===== config.mk =====
export PLATFORM = sky130hd
export DESIGN_NAME = iter_div_datapath
export DESIGN_NICKNAME = d
export VERILOG_FILES = /design/src/rtl/iter_div_datapath.sv
export SDC_FILE = /design/constraint.sdc
export NUM_CORES = 1
export LEC_CHECK = 0
export BUFFER_PORTS_ARGS = -buffer_cell sky130_fd_sc_hd__buf_2
export CORE_MARGIN = 2
export CORE_UTILIZATION = 49
export CTS_CLUSTER_SIZE = 8
export DETAILED_ROUTE_END_ITERATION = 12
export GPL_TIMING_DRIVEN = 0
export PLACE_DENSITY = 0.77
export SYNTH_ARGS = -nofsm -noshare
export SYNTH_HDL_FRONTEND = slang
export SYNTH_SLANG_ARGS = --single-unit

===== constraint.sdc =====
create_clock -name clk -period 2.2 [get_ports clk]
set_clock_uncertainty 0.15 [all_clocks]
set_input_delay 0.44 -clock clk [delete_from_list [all_inputs] [get_ports clk]]
set_output_delay 0.44 -clock clk [all_outputs]
set_load 0.1 [all_outputs]

===== src/rtl/iter_div_datapath.sv =====
// Restoring-division datapath slaved to the start/do_iter/ready controller; one quotient bit per do_iter.
// Optional macro ITER_DIV_DIV0_DETECT_EN adds the divide-by-zero flag register behind div0.
module iter_div_datapath #(
   parameter int WIDTH = 8
) (
   input  logic             clk,
   input  logic             rst,
   input  logic             start,
   input  logic             do_iter,
   input  logic             ready,
   input  logic [WIDTH-1:0] dividend,
   input  logic [WIDTH-1:0] divisor,
   output logic             zero,
   output logic [WIDTH-1:0] quotient,
   output logic [WIDTH-1:0] remainder,
   output logic             valid,
   output logic             div0
);
   localparam int CW = $clog2(WIDTH + 1);

   logic [WIDTH-1:0] rem, quo, dvs;
   logic [CW-1:0]    cnt;
   logic             busy;
   logic [WIDTH:0]   t, d;
   logic             load, iter, fin;

   assign load = start && !busy;
   assign iter = do_iter && (cnt != '0);
   assign fin  = ready && busy;
   assign zero = (cnt == '0);

   // d[WIDTH] is the borrow: set means the divisor did not fit this step
   always_comb begin
      t = {rem, quo[WIDTH-1]};
      d = t - {1'b0, dvs};
   end

   always_ff @(posedge clk or posedge rst) begin
      if (rst) begin
         rem  <= '0;
         quo  <= '0;
         dvs  <= '0;
         cnt  <= '0;
         busy <= 1'b0;
      end else if (load) begin
         quo  <= dividend;
         rem  <= '0;
         dvs  <= divisor;
         cnt  <= CW'(WIDTH);
         busy <= 1'b1;
      end else begin
         if (iter) begin
            if (!d[WIDTH]) begin
               rem <= d[WIDTH-1:0];
               quo <= {quo[WIDTH-2:0], 1'b1};
            end else begin
               rem <= t[WIDTH-1:0];
               quo <= {quo[WIDTH-2:0], 1'b0};
            end
            cnt <= cnt - 1'b1;
         end
         if (fin) busy <= 1'b0;
      end
   end

   always_ff @(posedge clk or posedge rst) begin
      if (rst) begin
         quotient  <= '0;
         remainder <= '0;
         valid     <= 1'b0;
      end else begin
         valid <= fin;
         if (fin) begin
            quotient  <= quo;
            remainder <= rem;
         end
      end
   end

`ifdef ITER_DIV_DIV0_DETECT_EN
   logic dz;

   always_ff @(posedge clk or posedge rst) begin
      if (rst) begin
         dz   <= 1'b0;
         div0 <= 1'b0;
      end else begin
         if (load) dz <= (divisor == '0);
         if (fin) div0 <= dz;
      end
   end
`else
   assign div0 = 1'b0;
`endif

endmodule


==> results.txt, run 1 <==
Crit path kind: flop to flop
DP Area: 2630 um2
DRT Pass-1 Iters: 4
Part of the cycle the worst path needs: 107%
Drt drc: 0
Crit end category: flop
CP Launch Point: quo[7]
ANT nets after route: 0
IO buf count: 38
Rel. slew slack: 64.4%
Netlist cell types: 37
Cell area after synthesis: 2310 um2
Final setup violation count: 8
Met1 wire length: 2450 um
Post-synth EDFFs: 0
Via density: 5.30
CTS Buffer Depth: 2
Slew Viols, Final: 0
Rows: 24
Failing checks: setup timing
Crit path time final: 2350 ps
Vias in the first global route: 1835
Die Footprint: 5280 um2
Die X-Extent: 72.7 um
CTS sink count: 46
Slowest stage delay, CP: 400 ps
Max layer used: met4
Final RePlAce weighted congestion: 0.838
Initial antenna violation count: 0
I/O pin total: 40
DRT iter0 DRCs: 121
Main synth FF type: dfrtp_1
Die height: 72.7 um
RSZ-0062 raised after global routing: true
Fill cells: 382
Syn Nets: 266
Min-Delay Path Class: primary input to flop
Worst skew pair latency: 300 ps
Post-layout nets: 321
Critical path required time: 2290 ps
CORE AREA: 4440 um2
Cts bufs inserted: 5
Register area share after synthesis: 49.8%
Worst-Margin Slew: 534 ps
Starting Density: 52.0%
CP arrival: 2440 ps
Max-Cap Viols: 0
Cells after Synth: 234
Status: finished, violations left
Worst setup SP type: flop
Share of cells above drive strength 1: 33.4%
Post-synth ARST share: 100%
WP buf/inv: 2
CTS tree: yes
Met2 routed WL: 2560 um
H-tree levels: 2
Drt wl/cell: 15.3 um
Vias post-DR: 1811
Setup TNS: -682 ps
Post-route design area: 2900 um2
Final Hold Fails: 0
Mean Syn Cell Area: 9.88 um2
Hold path startpoint: divisor[2]
All-layer global routing usage: 21.6%
Root buf cell: clkbuf_8
Critical R2R Launch: quo[7]
Reg2Reg Setup Slack: -150 ps
CP max-delay cell: dfrtp_1
Met3 WL: 157 um
Critical path, cell by cell: inv_2 -> ha_4 -> fa_2 -> nor2b_4 -> o31a_1 -> o211a_1 -> nor2_4 -> buf_4 -> mux2_4 -> a21oi_2
Clk pin slew, worst setup/hold paths: 90 ps
Register bit total from synthesis: 46
Fmax: 426 MHz
Family with the most delay on the worst path: adder cells
Max FO, Critical Path: 3
Antenna diodes: 0
Layout area overhead: 25.2%
GRT Residual Overflow: 0
Total Wirelength: 5240 um
Fin worst setup slack: -147 ps
Dpl hpwl: 3570 um
Largest net degree at the start of global routing: 33
Synth Warn #: 0
Global-route wire length before repair: 8690 um
## cells by family (layout without fill, tap and decap cells)
kind of cell / after synthesis / count (layout) / share of synthesized area, %
simple gates: 76 / 76 / 14.8
other cells: 1 / 1 / 0.162
flops: 46 / 46 / 49.8
mux: 19 / 19 / 9.04
compound gates: 48 / 48 / 12.6
fa+ha+maj: 11 / 11 / 6.28
buf+inv: 26 / 82 / 4.71
xor+xnor: 7 / 7 / 2.65
## state kept, by name, indices dropped and copies added (netlist names)
signal,flops
dvs,8
quo,8
quotient,8
rem,8
remainder,8
cnt,4
busy,1
valid,1
## placed cells by master, fill, tap and decap left out, types with 2 or more instances in the layout
cell type / instances
buf_6: 2
nand2_2: 2
a21oi_1: 8
inv_2: 2
a211oi_2: 2
nor2b_1: 2
buf_2: 38
nor2_1: 18
a31oi_1: 7
buf_4: 9
ha_4: 3
o21ai_0: 12
o2111ai_1: 2
inv_1: 12
clkbuf_1: 7
o211a_1: 2
a21oi_2: 4
dfrtp_1: 46
nand2_1: 34
xnor2_1: 4
mux2i_1: 4
ha_1: 6
mux2_2: 14
xor2_1: 3
nand2b_1: 4
o21ai_1: 5
nand3_1: 7
clkbuf_8: 7
## routing by layer
metal	GRT usage (%)	vias up
li1	-	907
met1	28.3	862
met2	36.7	36
met3	4.01	6
met4	6.58	0
met5	0	-
## worst reg2reg max path, stage by stage (launching register included)
cell	delay (ps)
dfrtp_1	400
inv_2	70
ha_4	160
fa_2	380
nor2b_4	130
o31a_1	190
o211a_1	220
nor2_4	50
buf_4	140
mux2_4	290
a21oi_2	100
## cells in the mapped netlist (all sizes together) (2+ instances only)
library cell   n  share of area (%)
a211oi         3                1.2
a21oi         12                2.6
a31oi          7                1.9
buf            3               0.97
clkbuf         9                1.5
dfrtp         46                 50
ha            10                5.4
inv           14                2.3
mux2          15                7.3
mux2i          4                1.7
nand2         36                5.8
nand2b         4                1.1
nand3          8                1.7
nor2          19                3.2
nor2b          3                1.1
o2111ai        2               0.76
o211a          2               0.87
o21ai         18                3.9
xnor2          4                1.5
xor2           3                1.1
## per-stage QoR
stage | hold WS [ps] | setup slack, ps | std cells | utilization [%]
6_report | 186 | -147 | 342 | 65.1
5_1_grt | 192 | -199 | 342 | 65.1
4_1_cts | 176 | -98.8 | 339 | 64.4
3_5_place_dp | 271 | -279 | 325 | 59.1
3_3_place_gp | 306 | -236 | 324 | 58.7
2_1_floorplan | 300 | -157 | 234 | -
## timing repair
action / in CTS / in global routing
endpoints found under the setup margin: 10 / 9
hold buffers: 1 / 0
hold endpoints to repair: 14 / 0
resized for setup: 17 / 4
pin swaps: 7 / 5
buffers inserted: 5 / 3
## path summary, 6_finish.rpt
path | endpoint | depth (start not counted)
min in group asynchronous | remainder[2] | 3
max in group asynchronous | remainder[7] | 4
max | rem[0] | 10
min reg2reg | remainder[0] | 2
min | dvs[2] | 3
max reg2reg | rem[0] | 10
## area by class of cell
cell class                 count  area (um2)  area share, %
multi-input combinational    162        1150           39.7
timing repair buffer          48         287           9.90
sequential                    46        1150           39.8
tap                           52        65.1           2.25
clock inverter                 2        37.5           1.30
inverter                      14        52.6           1.82
buffer                        12        81.3           2.81
clock buffer                   6        72.6           2.51
Power of run 1 is left out: the tool's default activity adds up to more than one toggle a clock period on the data nets, which glitch-free logic cannot reach.
==> run 2, diff against run 1 <==
--- a/constraint.sdc
+++ b/constraint.sdc
@@ -4,2 +4,2 @@
 set_output_delay 0.44 -clock clk [all_outputs]
-set_load 0.1 [all_outputs]
+set_load 0.05 [all_outputs]
==> results.txt, run 2 (synthesis gave the netlist of run 1 again) <==
CTS tree: yes
Worst reg-to-reg path cell count: 10
All-layer global routing usage: 21.0%
Setup TNS: -331 ps
Rel. slew slack: 63.2%
Reg2Reg Capture Point: rem[6]
Dpl hpwl: 3460 um
Vias in the first global route: 1741
Crit end category: flop
GRT Residual Overflow: 0
ANT nets after route: 0
Commonest cells after routing, fill and taps aside: dfrtp_1, buf_2, nand2_1, nor2_1, o21ai_0
Final setup violation count: 9
RSZ-0062 raised after global routing: true
Commonest non-fill, non-tap cell in the layout: dfrtp_1
Pleak: 0.00137 uW
Root buf cell: clkbuf_8
Vias post-DR: 1807
Hold path startpoint: divisor[0]
Worst skew pair latency: 300 ps
H-tree levels: 2
Layout area overhead: 23.0%
Power Dens Cells: 1640 nW/um2
DRT Pass-1 Iters: 4
Drt wl/cell: 15.0 um
Drt drc: 0
DRT iter0 DRCs: 134
Crit path time final: 2300 ps
Placed insts: 325
Met1 wire length: 2460 um
Die Footprint: 5280 um2
Part of the cycle the worst path needs: 104%
Critical R2R Launch: quo[7]
Worst-Margin Slew: 553 ps
Max FO, Critical Path: 5
Status: finished, violations left
Fin worst setup slack: -98.1 ps
Met3 WL: 163 um
IO buf count: 38
Slew Viols, Final: 0
Crit path kind: flop to flop
Final RePlAce weighted congestion: 0.857
Final Hold Fails: 0
Min-Delay Path Class: primary input to flop
Critical path required time: 2220 ps
Post-layout nets: 317
Total Wirelength: 5080 um
CTS Buffer Depth: 2
Met2 routed WL: 2420 um
Global-route wire length before repair: 8430 um
Largest net degree at the start of global routing: 39
Cts bufs inserted: 5
Fmax: 435 MHz
Max layer used: met4
Reg2Reg Setup Slack: -100 ps
Clk pin slew, worst setup/hold paths: 90 ps
Failing checks: setup timing
Max IR drop VDD: 0.663 mV
WHS Endpoint: dvs[0]
Hold depth: 3
Max-Cap Viols: 0
Total Power: 4670 uW
Finished Layout Cells: 338
Rows: 24
I/O pin total: 40
CP arrival: 2310 ps
Antenna diodes: 0
Worst setup SP type: flop
CTS sink count: 46
Die height: 72.7 um
Starting Density: 52.0%
Initial antenna violation count: 0
Share of cells above drive strength 1: 31.8%
Via density: 5.35
Die X-Extent: 72.7 um
CORE AREA: 4440 um2
Fill cells: 374
[run 2: changes by cell type in the layout (fill, tap and decap cells not counted), sizes merged]
cell,delta
buf,-4
[run 2: final cells by class]
| class | count | area [um2] | area share, % |
|---|---|---|---|
| sequential | 46 | 1150 | 40.5 |
| multi-input combinational | 162 | 1140 | 40.2 |
| timing repair buffer | 44 | 263 | 9.24 |
| clock buffer | 6 | 72.6 | 2.55 |
| tap | 52 | 65.1 | 2.29 |
| buffer | 12 | 60.1 | 2.11 |
| inverter | 14 | 52.6 | 1.85 |
| clock inverter | 2 | 37.5 | 1.32 |
[run 2: how the worst max path moves through the flow]
stage / endpoint / from / slack [ps]
2_1_floorplan: rem[6] / quo[7] / 10
5_1_grt: rem[6] / quo[7] / -220
6_report: rem[6] / quo[7] / -100
3_3_place_gp: rem[6] / dvs[0] / -150
3_5_place_dp: rem[6] / quo[7] / -160
4_1_cts: rem[6] / quo[7] / -90
[run 2: per-layer routing]
layer / global-route usage [%] / up-vias
met5: 0 / -
met4: 6.17 / 0
met3: 4.70 / 4
met2: 32.7 / 34
met1: 29.6 / 876
li1: - / 893
[run 2: metrics by stage]
| stage | utilization, % | setup WS, ps | instance area (um2) | hold slack, ps |
|---|---|---|---|---|
| after floorplan | - | 12.5 | 2330 | 307 |
| after global placement | 58.1 | -147 | 2580 | 306 |
| after detailed placement | 58.6 | -165 | 2600 | 218 |
| after CTS | 63.8 | -86.7 | 2840 | 178 |
| after global routing | 64.0 | -216 | 2840 | 172 |
| final | 64.0 | -98.1 | 2840 | 181 |
[run 2: where the power goes]
part,internal [uW],switching (uW)
Combinational,1070,1540
Clock,339,295
Sequential,1180,247
Total,2590,2080
[run 2: what timing repair did]
action	CTS	global route
hold buffers	1	0
setup endpoints to repair	12	14
pin swaps	8	4
setup buffers	4	0
endpoints found under the hold margin	8	0
resized for setup	16	4
[run 2: worst max-delay path, stage by stage, from the launching register on]
cell      delay (ps)
dfrtp_1          390
inv_2             80
ha_4             130
fa_2             220
nor2b_4           50
o31a_1           270
o211a_1          260
nor2_4           130
buf_6            150
mux2i_2          240
a211oi_2          90
Power figures use the tool's default switching activity.
==> run 3, diff against run 2 <==
Settings changed: GPL_TIMING_DRIVEN 0 to unset.
==> results.txt, run 3 (synthesis gave the netlist of run 1 again) <==
Sequential share of power: 29.6%
Die height: 72.7 um
Post-layout nets: 325
Slowest stage delay, CP: 410 ps
Grt peak-use layer: met2
Worst setup SP type: flop
I/O pin total: 40
Commonest non-fill, non-tap cell in the layout: dfrtp_1
Reported net switching power: 2100 uW
Vias post-DR: 1858
CP arrival: 2390 ps
Rows: 24
Drt wl/cell: 14.4 um
Met1 Use GR: 25.7%
CTS tree: yes
Final Hold Fails: 0
CP max-delay cell: dfrtp_1
All-layer global routing usage: 20.1%
IO buf count: 38
Power Dens Cells: 1630 nW/um2
CORE AREA: 4440 um2
Share of cells above drive strength 1: 35.4%
Sw Share: 44.4%
Crit path time final: 2300 ps
Fmax: 434 MHz
Critical R2R Launch: quo[7]
Combinational share of power: 58.9%
Max FO, Critical Path: 3
Internal power: 2620 uW
Max-Cap Viols: 0
Die Footprint: 5280 um2
Final RePlAce weighted congestion: 0.877
ANT nets after route: 0
Pleak: 0.00143 uW
CTS sink count: 46
Reg2Reg Setup Slack: -100 ps
Commonest cells after routing, fill and taps aside: dfrtp_1, buf_2, nand2_1, buf_4, nor2_1
Dpl hpwl: 3400 um
Antenna diodes: 0
Reg2Reg Capture Point: rem[0]
CTS Buffer Depth: 2
RSZ-0062 raised after global routing: true
Layout area overhead: 25.5%
Clk pin slew, worst setup/hold paths: 80 ps
GR Util met2: 33.2%
Max IR drop VDD: 0.958 mV
Cts hold-fix bufs: 0
Worst skew pair latency: 310 ps
Crit end category: flop
Worst hold margin: 7.57 ps
Drt drc: 0
Via density: 5.37
Failing checks: setup timing
Min-Delay Path Class: primary input to asynchronous set/reset pin
Vias in the first global route: 1818
Final setup violation count: 7
GRT Residual Overflow: 0
Setup TNS: -440 ps
Root buf cell: clkbuf_8
Cts bufs inserted: 5
Part of the cycle the worst path needs: 105%
Critical path required time: 2290 ps
Initial antenna violation count: 0
DRT iter0 DRCs: 94
Status: finished, violations left
Largest net degree at the start of global routing: 47
DRT Pass-1 Iters: 4
Clock Power Share: 11.5%
Crit path kind: flop to flop
Met3 Usage GRT: 3.87%
Fill cells: 356
Die X-Extent: 72.7 um
Critical path, cell by cell: inv_2 -> ha_4 -> fa_2 -> nor2b_4 -> o31a_1 -> o211a_1 -> nor2_4 -> mux2_2 -> a21oi_2
Total Wirelength: 4970 um
Starting Density: 52.0%
Fin worst setup slack: -102 ps
Worst reg-to-reg path cell count: 9
H-tree levels: 2
Global-route wire length before repair: 8150 um
Slew Viols, Final: 0
## run 3: cell types whose count changed in the layout (fill, tap and decap cells not counted), moves of 2 or more
cell	previous run	this run
ha_1	7	9
a21oi_1	8	11
clkbuf_2	3	0
o21ai_1	2	0
o21ai_2	0	2
clkbuf_1	7	0
buf_6	1	3
a21oi_2	4	1
buf_4	4	21
## run 3: worst max-delay path by stage
stage	endpoint	cells after the start	from
finish	rem[0]	9	quo[7]
floorplan	rem[6]	10	quo[7]
CTS	rem[0]	9	quo[7]
detailed placement	rem[2]	10	quo[7]
global placement	rem[6]	10	quo[7]
global route	rem[0]	9	quo[7]
## run 3: power by group through the flow
| stage | Sequential, uW | Combinational, uW | Clock, uW |
|---|---|---|---|
| 2_1_floorplan | 1890 | 1320 | 0 |
| 5_1_grt | 1440 | 2990 | 591 |
| 3_5_place_dp | 1410 | 2460 | 0 |
| 4_1_cts | 1400 | 2580 | 554 |
| 3_3_place_gp | 1400 | 2380 | 0 |
| 6_report | 1400 | 2780 | 541 |
## run 3: stage by stage
stage	instances	power (uW)	utilization, %	setup WS, ps	instance area (um2)
final	346	4720	65.3	-102	2900
after global placement	331	3780	60.6	-29.7	2700
after global routing	346	5030	65.3	-165	2900
after CTS	342	4540	63.7	-87.2	2830
after floorplan	234	3210	-	12.5	2330
after detailed placement	331	3870	60.6	-134	2700
## run 3: cell type report
type                    instances  area [um2]  area share [%]
inverters                      14        52.6            1.81
repair buffers                 64         422            14.5
clock buffers                   6        82.6            2.84
multi-input cells             162        1120            38.5
well taps                      52        65.1            2.24
flip-flops and latches         46        1150            39.7
clock inverters                 2        12.5           0.431
## run 3: timing repair
item	4_1_cts	5_1_grt
setup buffers	3	4
endpoints found under the setup margin	8	9
pin swaps	6	5
resized for setup	4	9
## run 3: layer usage
| layer | part of all wire, % | vias up |
|---|---|---|
| li1 | - | 904 |
| met1 | 44 | 901 |
| met2 | 49 | 49 |
| met3 | 5.0 | 4 |
| met4 | 2.1 | 0 |
| met5 | 0 | - |
## run 3: worst max-delay path, delay by kind of cell, from the launching register on
family / cells / cell delay, ps
muxes: 1 / 360
AOI/OAI and AO/OA: 3 / 680
DFF: 1 / 410
adders and majority gates: 2 / 350
and+or+nand+nor: 2 / 180
buffers and inverters: 1 / 90
